`src/rtl/keypad_scanner.sv`:
```
// 4x4 active-low matrix keypad scanner: column drive, row synchroniser, press/release
// debounce and decode into one-cycle command strobes for gencon.
module keypad_scanner #(
    parameter int SCAN_DIV        = 1000,
    parameter int DEBOUNCE_CYCLES = 20000,
    parameter int SYNC_STAGES     = 2
) (
    input  logic       clk,
    input  logic       nRST,
    input  logic [3:0] row_in,
    output logic [3:0] col_out,
    output logic [3:0] keypad_input,
    output logic       read_input,
    output logic [2:0] operator_input,
    output logic       equal_input,
    output logic       clear_input,
    output logic [1:0] state_dbg
);

    localparam int DIV_W = $clog2(SCAN_DIV + 1);
    localparam int DEB_W = $clog2(DEBOUNCE_CYCLES + 1);
    localparam logic [DIV_W-1:0] DIV_LAST = DIV_W'(SCAN_DIV - 1);
    localparam logic [DEB_W-1:0] DEB_DONE = DEB_W'(DEBOUNCE_CYCLES);

    typedef enum logic [1:0] {
        SCAN         = 2'd0,
        DEBOUNCE     = 2'd1,
        EMIT         = 2'd2,
        WAIT_RELEASE = 2'd3
    } state_t;

    state_t           state, state_d;
    logic [DIV_W-1:0] div_cnt, div_d;
    logic [DEB_W-1:0] deb_cnt, deb_d, deb_inc;
    logic [1:0]       col_idx, col_d;
    logic [1:0]       row_idx, row_idx_d;
    logic [3:0]       key_d;
    logic             read_d, eq_d, clr_d;
    logic [2:0]       op_d;

    logic [3:0] sync_q [SYNC_STAGES];
    logic [3:0] rs;
    logic [3:0] row_pat;
    logic       one_low, any_low, released;

    // Row lines are asynchronous; idle value is all-high so reset loads 4'hF.
    always_ff @(posedge clk or negedge nRST) begin
        if (!nRST) begin
            for (int i = 0; i < SYNC_STAGES; i++) sync_q[i] <= 4'hF;
        end else begin
            sync_q[0] <= row_in;
            for (int i = 1; i < SYNC_STAGES; i++) sync_q[i] <= sync_q[i-1];
        end
    end

    assign rs       = sync_q[SYNC_STAGES-1];
    assign one_low  = (rs == 4'b1110) || (rs == 4'b1101) || (rs == 4'b1011) || (rs == 4'b0111);
    assign any_low  = (rs != 4'hF);
    assign released = (rs == 4'hF);
    assign row_pat  = ~(4'b0001 << row_idx);
    assign deb_inc  = deb_cnt + 1'b1;
    assign col_out  = ~(4'b0001 << col_idx);
    assign state_dbg = state;

    function automatic logic [1:0] low_index(input logic [3:0] p);
        case (p)
            4'b1110: return 2'd0;
            4'b1101: return 2'd1;
            4'b1011: return 2'd2;
            default: return 2'd3;
        endcase
    endfunction

    // Key decode from the latched (row, col): column 3 holds the operators A-D.
    logic       dec_digit, dec_eq, dec_clr;
    logic [3:0] dec_val;
    logic [2:0] dec_op;

    always_comb begin
        dec_digit = 1'b0;
        dec_val   = 4'd0;
        dec_op    = 3'd0;
        dec_eq    = 1'b0;
        dec_clr   = 1'b0;
        if (col_idx == 2'd3) begin
            dec_op = {1'b0, row_idx} + 3'd1;
        end else if (row_idx != 2'd3) begin
            dec_digit = 1'b1;
            dec_val   = 4'(row_idx) * 4'd3 + 4'(col_idx) + 4'd1;
        end else begin
            case (col_idx)
                2'd0:    dec_clr = 1'b1;
                2'd1:    dec_digit = 1'b1;
                default: dec_eq = 1'b1;
            endcase
        end
    end

    always_comb begin
        state_d   = state;
        div_d     = div_cnt;
        deb_d     = deb_cnt;
        col_d     = col_idx;
        row_idx_d = row_idx;
        key_d     = keypad_input;
        read_d    = 1'b0;
        op_d      = 3'd0;
        eq_d      = 1'b0;
        clr_d     = 1'b0;
        case (state)
            SCAN: begin
                if (div_cnt == DIV_LAST) begin
                    div_d = '0;
                    if (one_low) begin
                        state_d   = DEBOUNCE;
                        row_idx_d = low_index(rs);
                        deb_d     = '0;
                    end else if (any_low) begin
                        state_d = WAIT_RELEASE;
                        deb_d   = '0;
                    end else begin
                        col_d = col_idx + 2'd1;
                    end
                end else begin
                    div_d = div_cnt + 1'b1;
                end
            end
            DEBOUNCE: begin
                if (rs == row_pat) begin
                    deb_d = deb_inc;
                    // Strobes are loaded on the way into EMIT so they are high exactly while in EMIT.
                    if (deb_inc == DEB_DONE) begin
                        state_d = EMIT;
                        read_d  = dec_digit;
                        op_d    = dec_op;
                        eq_d    = dec_eq;
                        clr_d   = dec_clr;
                        if (dec_digit) key_d = dec_val;
                    end
                end else begin
                    state_d = SCAN;
                    deb_d   = '0;
                    div_d   = '0;
                end
            end
            EMIT: begin
                state_d = WAIT_RELEASE;
                deb_d   = '0;
            end
            WAIT_RELEASE: begin
                if (released) begin
                    deb_d = deb_inc;
                    if (deb_inc == DEB_DONE) begin
                        state_d = SCAN;
                        deb_d   = '0;
                        div_d   = '0;
                    end
                end else begin
                    deb_d = '0;
                end
            end
            default: state_d = SCAN;
        endcase
    end

    always_ff @(posedge clk or negedge nRST) begin
        if (!nRST) begin
            state          <= SCAN;
            div_cnt        <= '0;
            deb_cnt        <= '0;
            col_idx        <= 2'd0;
            row_idx        <= 2'd0;
            keypad_input   <= 4'd0;
            read_input     <= 1'b0;
            operator_input <= 3'd0;
            equal_input    <= 1'b0;
            clear_input    <= 1'b0;
        end else begin
            state          <= state_d;
            div_cnt        <= div_d;
            deb_cnt        <= deb_d;
            col_idx        <= col_d;
            row_idx        <= row_idx_d;
            keypad_input   <= key_d;
            read_input     <= read_d;
            operator_input <= op_d;
            equal_input    <= eq_d;
            clear_input    <= clr_d;
        end
    end

endmodule

```
`config.mk`:
```
export PLATFORM = sky130hd
export DESIGN_NAME = keypad_scanner
export DESIGN_NICKNAME = d
export VERILOG_FILES = /design/src/rtl/keypad_scanner.sv
export SDC_FILE = /design/constraint.sdc
export NUM_CORES = 1
export LEC_CHECK = 0
export CAP_MARGIN = 25
export CORE_MARGIN = 4
export CORE_UTILIZATION = 45
export DETAILED_ROUTE_END_ITERATION = 7
export GPL_ROUTABILITY_DRIVEN = 0
export SLEW_MARGIN = 20
export SYNTH_ARGS = -nofsm -noshare
export SYNTH_HDL_FRONTEND = slang
export SYNTH_SLANG_ARGS = --single-unit
```
`constraint.sdc`:
```
create_clock -name clk -period 5.55 [get_ports clk]
set_input_delay 1.11 -clock clk [delete_from_list [all_inputs] [get_ports clk]]
set_output_delay 1.11 -clock clk [all_outputs]
set_load 0.005 [all_outputs]
```
# Word-level counts from Yosys, hierarchy flattened
# Cells that the tools add are included.
# word_totals
register_bits,49
latchBits,0
ramBits,0
mem_bits_ro,0
in_bits,6
out_inout_bits,16
wordCells,104
n_memories,0
# op_classes
addsub,6
multipliers,1
div_mod_pow,0
order_cmp,0
n_eq_ne,21
shifts,2
n_mux,45
n_bitwise,4
reduce_logical,13
# ops
cell,count
$mux 15,6
$pmux 15 s4,1
$mux 10,4
$pmux 10 s3,1
$mux 1,18
$eq 4x4->1 const B,4
$add 15x1->15 const B,1
$eq 15x15->1 const B,1
$mux 2,7
$mux 3,4
$reduce_and 4->1,3
$add 10x1->10 const B,1
$eq 10x10->1 const B,1
$ne 2x2->1 const B,5
$mux 4,2
$not 4->4,2
$pmux 2 s4,1
$shl 1x2->4 const A,2
$eq 2x2->1 const B,3
$ne 3x3->1 const B,2
$pmux 2 s3,1
$reduce_and 5->1,1
$add 4x1->4 const B,1
$add 4x2->4,1
other kinds (14),19

# Logic depth before layout (Yosys ltp)
# Gate-level depths: netlist of run 1.
# depth
ltp_word,8
depth_mapped,10
mapped_depth_nobuf,8

# Worst setup path before layout of run 1
# OpenSTA, ideal clock, no wires.
# synth_path
kind,reg2reg
startpoint,reg deb_cnt[0]
endpoint,reg div_cnt[4]
setup_time_ps,121
t_arrival_ps,2388
required_ps,5429
path_slack_ps,3041
path_stages_with_launch,11
n_path_buf,3
period_less_slack_ps,2509
cell_sequence,dfrtp_1 ha_1 and4_1 buf_4 a41oi_1 nor3b_1 or4_1 buf_2 o22a_1 buf_2 a22o_1
# synth_via
elab_chain_len,4
# synth_rtl
item,line,source
"start, declared",34,"logic [DEB_W-1:0] deb_cnt, deb_d, deb_inc;"
"start signal, assigned",170,deb_cnt <= '0;
"start signal, assigned",181,deb_cnt <= deb_d;
$add 15x1->15,61,assign deb_inc = deb_cnt + 1'b1;
$eq 15x15->1,153,if (deb_inc == DEB_DONE) begin
$ne 2x2->1 (no line),-,
$reduce_and 4->1 (no line),-,
"end signal, assigned",180,div_cnt <= div_d;
"end, declared",33,"logic [DIV_W-1:0] div_cnt, div_d;"
# No other way between the ends.
# A chain may end at the register's enable or synchronous reset.

# Worst setup path in the final report of run 1
# layout_path
startpoint,reg col_idx[0]
endpoint,out col_out[0]
# layout_via
elab_chain_len,2
# layout_rtl
item,line,source
"start, declared",35,"logic [1:0] col_idx, col_d;"
"start signal, assigned",182,col_idx <= col_d;
$shl 1x2->4,62,assign col_out = ~(4'b0001 << col_idx);
$not 4->4,62,
"end, declared",11,"output logic [3:0] col_out,"
# No other way between the ends.

==> reports/summary.txt, run 1 <==
Vias per Instance: 5.83
routed wire length: 6.04 mm
Worst EP arrival: 1.76 ns
Warnings, synthesis: 0
design area: 3260 µm²
Clock Skews: 0.0131 ns
Clock transition at path regs: 0.09 ns
CTS tree: built
Die W: 88.0 µm
Pre-Repair DR Iteration Count: 4
Post-synth EDFFs: 0
Least-Margin Pin Slew: 0.732 ns
Rows: 28
Max Cap Violations: 0
PortBufs: 21
Starting Density: 47.5%
critical path peak fanout: 6
dominant synthesized flop cell: dfrtp_1
Setup WS pre-CTS: 2.85 ns
WL/cell: 15.5 µm
Worst R2R Setup Slack: 2.85 ns
Mean Syn Cell Area: 9.76 µm²
net switching power: 0.134 mW
Hold Startpoint: sync_q[5]
Antenna Violating Nets Remaining: 0
number of global-route vias before repair: 2235
asr flop ratio synth: 100%
P_leak: 1.39 nW
Initial DRC Count: 83
drt drc: 0
min setup slack post-route: 2.68 ns
Worst Path Required: 4.44 ns
setup_tns: 0 ns
CTS sink cnt: 49
total gr overflow: 0
Max Slew Vio Count: 0
core box area: 6060 µm²
Post-Syn Area: 2880 µm²
largest net degree at the start of global routing: 50
kind of critical path: flop to output port
Worst VDD drop: 105 µV
Fin. Hold Viols: 0
Hold Path Class: flop to flop
die area: 7740 µm²
CP endpoint kind: output port
internal power: 0.515 mW
clk buf depth: 2
Comb pwr share: 2.5%
hpwl dp: 4.34 mm
Syn-to-layout area delta: 13.1%
DR vias: 2268
register area share after synthesis: 43.0%
I/O Pins: 22
GRT Total Usage: 17.4%
total nets after synthesis: 320
Final Critical Period: 2.87 ns
final hold slack: 0.359 ns
CP Launch Type: flop
Clk network pwr share: 41.1%
status: completed
most common cell after layout, fill and taps aside: dfrtp_1
Sw Ratio: 20.6%
Chip Height: 88.0 µm
CTS Buf Count: 5
first-pass GRT wire length: 10.8 mm
Max-slew headroom: 51.1%
Ant. Diodes: 0
fraction of layout cells with a size suffix above 1: 8.28%
top cells by area, synth: dfrtp_1, ha_1, dfstp_2, a21oi_1, nand3_1
commonest cells after routing, fill and taps aside: dfrtp_1, clkdlybuf4s50_1, inv_1
hold buffers post-CTS: 0
Placed Area: 3140 µm²
Final #Nets: 338
Tcrit/Tclk final: 51.8%
Fmax: 0.348 GHz
cell taking the most area after synthesis: dfrtp_1
pwr dens: 199 nW/µm²
H-tree lvl count: 2
initial antenna violation count: 0
post-synthesis cell type count: 54
Seq pwr share: 56.5%
Root Buffer: clkbuf_8
flops & latches, synth: 49
Critical Path Start: col_idx[0]
total power: 0.649 mW
Resize count post-CTS: 0
Setup violations, final: 0
RSZ-0062 raised after global routing: false
Syn Inst Count: 295
worst reg2reg startpoint: deb_cnt[0]
Post-CTS Repair Setup Buffers: 0
Skew-Pair Late Insertion Delay: 0.30 ns
Yosys top cell area share: 35.7%
-- kinds of logic (layout without fill, tap and decap cells) --
group                    after synthesis  in the layout  share of synthesized area [%]
buffers and inverters                 30             49                           4.17
flip-flops                            49             49                           43.0
adder cells (fa/ha/maj)               19             19                           8.78
AND/OR/NAND/NOR                      113            113                           22.0
XOR/XNOR                               9              9                           2.74
multiplexers                           7              7                           2.65
AO/OA/AOI/OAI                         68             68                           16.7
-- layer usage --
layer / wire, µm / vias to the layer above / global-route usage, %
met1: 2890 / 1097 / 23.3
met4: 95 / 0 / 5.86
met5: 0 / - / 0
met2: 2860 / 34 / 28.7
li1: - / 1127 / -
met3: 196 / 10 / 3.01
-- cell usage after synthesis (all sizes together) (5+ instances only) --
master and n:
mux2 5, a21oi 15, and3 10, nor3 14, o31ai 6, nand4 11, xnor2 6, dfrtp 41
o211ai 7, nand2 17, a21o 5, nand3 14, clkbuf 8, o2bb2ai 6, nor2 15, inv 18
ha 17, o21ai 9, dfstp 8, and4 5
-- state kept, by name, summed over array words and instances (netlist names) --
register and count:
deb_cnt 15, div_cnt 10, keypad_input 4, rs 4, sync_q 4, operator_input 3
col_idx 2, row_idx 2, state_dbg 2, clear_input 1, equal_input 1, read_input 1
-- layout make-up --
| type | count | area, µm² |
|---|---|---|
| Fill cell | 589 | 2810 |
| Tap cell | 75 | 93.8 |
| Clock buffer | 7 | 86.3 |
| Multi-Input combinational cell | 216 | 1520 |
| Inverter | 18 | 67.6 |
| Timing Repair Buffer | 23 | 220 |
| Clock inverter | 1 | 30.0 |
| Sequential cell | 49 | 1240 |
-- power by group through the flow --
stage          sequential [mW]  clock (mW)  combinational [mW]
6_report                 0.367       0.267              0.0160
5_1_grt                  0.367       0.290              0.0186
4_1_cts                  0.367       0.275              0.0169
3_5_place_dp             0.373           0              0.0168
3_3_place_gp             0.373           0              0.0166
2_1_floorplan            0.369           0             0.00832
-- per-stage QoR --
stage	instances	util, %
after detailed placement	381	51.8
after global placement	381	51.8
after CTS	389	53.7
after floorplan	295	-
after global routing	389	53.7
final	389	53.7
-- critical path: stages (launching register included) --
cell             delay, ns
dfrtp_1               0.47
inv_1                 0.18
ha_1                  0.26
inv_1                 0.06
clkdlybuf4s50_1       0.49
-- worst paths after layout --
path | end | depth (start not counted)
worst min-delay path | rs[1] | 0
worst min register to register | rs[1] | 0
max in group asynchronous | state_dbg[1] | 2
worst max-delay path | col_out[0] | 4
worst max register to register | keypad_input[2] | 7
min in group asynchronous | keypad_input[1] | 2
(Power assumes the default switching activity.)
==> run 2, diff against run 1 <==
Clock period 5.55 ns to 2.7 ns, I/O delays scaled along.
==> run 2 against run 1 <==
Register-to-register slack lost 2.7 ns. Sequential power grew 110%. Combinational power grew 130%. Die area is the same. Final area grew 2.0%. Cell count grew 2.6%. Worst hold slack lost 0.16 ns. Wire length grew 0.93%. Sequential share of layout area shrank 0.73 points. Highest routed layer unchanged.
==> reports/summary.txt, run 2 (synthesized netlist as in run 1, its figures left out) <==
Syn-to-layout area delta: 15.3%
clk buf depth: 2
I/O Pins: 22
Setup WS pre-CTS: 0.0394 ns
total gr overflow: 0
Fin. Hold Viols: 0
WL/cell: 15.3 µm
CTS sink cnt: 49
status: completed
CP Launch Type: flop
RR Endpoint: keypad_input[1]
Clock Skews: 0.0163 ns
drt drc: 0
pwr dens: 364 nW/µm²
Clock transition at path regs: 0.10 ns
Max-slew headroom: 64.1%
CTS Buf Count: 5
CP delay by family, top: simple AND/OR/NAND/NOR gates
kind of critical path: flop to flop
setup_tns: 0 ns
Vias per Instance: 5.81
Max Slew Vio Count: 0
fraction of layout cells with a size suffix above 1: 12.3%
Final Critical Period: 2.55 ns
Max Cap Violations: 0
Worst R2R Setup Slack: 0.15 ns
Critical Path, Cell by Cell: ha_2 -> nor4bb_1 -> nand4_1 -> or4_1 -> nor2_2 -> nand4b_1 -> mux2_1
Chip Height: 88.0 µm
H-tree lvl count: 2
Rows: 28
Worst R2R Path Depth: 7
number of global-route vias before repair: 2245
wl on met1: 2.89 mm
Pre-Repair DR Iteration Count: 4
total power: 1.21 mW
PortBufs: 21
core box area: 6060 µm²
Initial DRC Count: 83
Die W: 88.0 µm
DR vias: 2318
most common cell after layout, fill and taps aside: dfrtp_1
worst reg2reg startpoint: deb_cnt[0]
crit-path max cell delay: 0.56 ns
critical path peak fanout: 5
Post-CTS Repair Setup Buffers: 0
die area: 7740 µm²
CP max-delay cell: or4_1
met3 wire length: 269 µm
Hold Path Class: input port to asynchronous set/reset pin
Fmax: 0.391 GHz
P_leak: 1.42 nW
CTS tree: built
Worst VDD drop: 189 µV
Root Buffer: clkbuf_8
RSZ-0062 raised after global routing: false
Worst Path Required: 2.89 ns
CP endpoint kind: flop
Final #Nets: 348
Buf+Inv Stages, Crit Path: 0
final core occ: 54.8%
Worst EP arrival: 2.75 ns
max reg flops: 15
commonest cells after routing, fill and taps aside: dfrtp_1, clkdlybuf4s50_1, inv_1
largest registers: deb_cnt: 15 flops, div_cnt: 10 flops
min setup slack post-route: 0.146 ns
hpwl dp: 4.50 mm
first-pass GRT wire length: 10.7 mm
GRT Total Usage: 17.4%
hold buffers post-CTS: 0
DR top layer: met4
Antenna Violating Nets Remaining: 0
Skew-Pair Late Insertion Delay: 0.30 ns
Starting Density: 47.5%
routed wire length: 6.10 mm
Least-Margin Pin Slew: 0.538 ns
largest net degree at the start of global routing: 27
largest reg by FF count: deb_cnt
wire length on met2: 2.88 mm
Setup violations, final: 0
Ant. Diodes: 0
initial antenna violation count: 0
Tcrit/Tclk final: 94.6%
==> run 2: layout make-up <==
type / instances / area [µm²]
Sequential cell: 49 / 1240
Clock buffer: 7 / 76.3
Multi-Input combinational cell: 216 / 1530
Tap cell: 75 / 93.8
Clock inverter: 1 / 5.00
Fill cell: 547 / 2740
Inverter: 18 / 67.6
Timing Repair Buffer: 33 / 308
==> run 2: how the worst max path moves through the flow <==
stage,endpoint,slack (ns),startpoint,depth (start not counted)
2_1_floorplan,div_cnt[4],0.19,deb_cnt[0],10
3_5_place_dp,keypad_input[1],0.04,deb_cnt[0],7
5_1_grt,deb_cnt[9],0.001,deb_cnt[0],7
3_3_place_gp,keypad_input[1],0.14,deb_cnt[0],7
4_1_cts,keypad_input[1],0.05,deb_cnt[0],7
6_report,keypad_input[1],0.15,deb_cnt[0],7
==> run 2: metrics by stage <==
| stage | hold slack (ns) | instances | area [µm²] |
|---|---|---|---|
| after floorplan | 0.244 | 295 | 2880 |
| after global placement | 0.346 | 391 | 3230 |
| after detailed placement | 0.347 | 391 | 3230 |
| after CTS | 0.223 | 399 | 3310 |
| after global routing | 0.243 | 399 | 3320 |
| final | 0.203 | 399 | 3320 |
==> run 2: repair_timing <==
| action | 4_1_cts | 5_1_grt |
|---|---|---|
| resized for setup | 0 | 5 |
| endpoints found under the hold margin | 0 | 0 |
| setup endpoints to repair | 0 | 23 |
==> run 2: per-layer routing <==
metal  GRT usage (%)  vias up
met2            29.5       54
li1                -     1144
met5               0        -
met4            3.77        0
met3            3.10        6
met1            23.3     1114
==> run 2: power breakdown <==
group	internal, mW	switching (mW)
Sequential	0.745	0.00863
Combinational	0.0153	0.0213
Clock	0.182	0.235
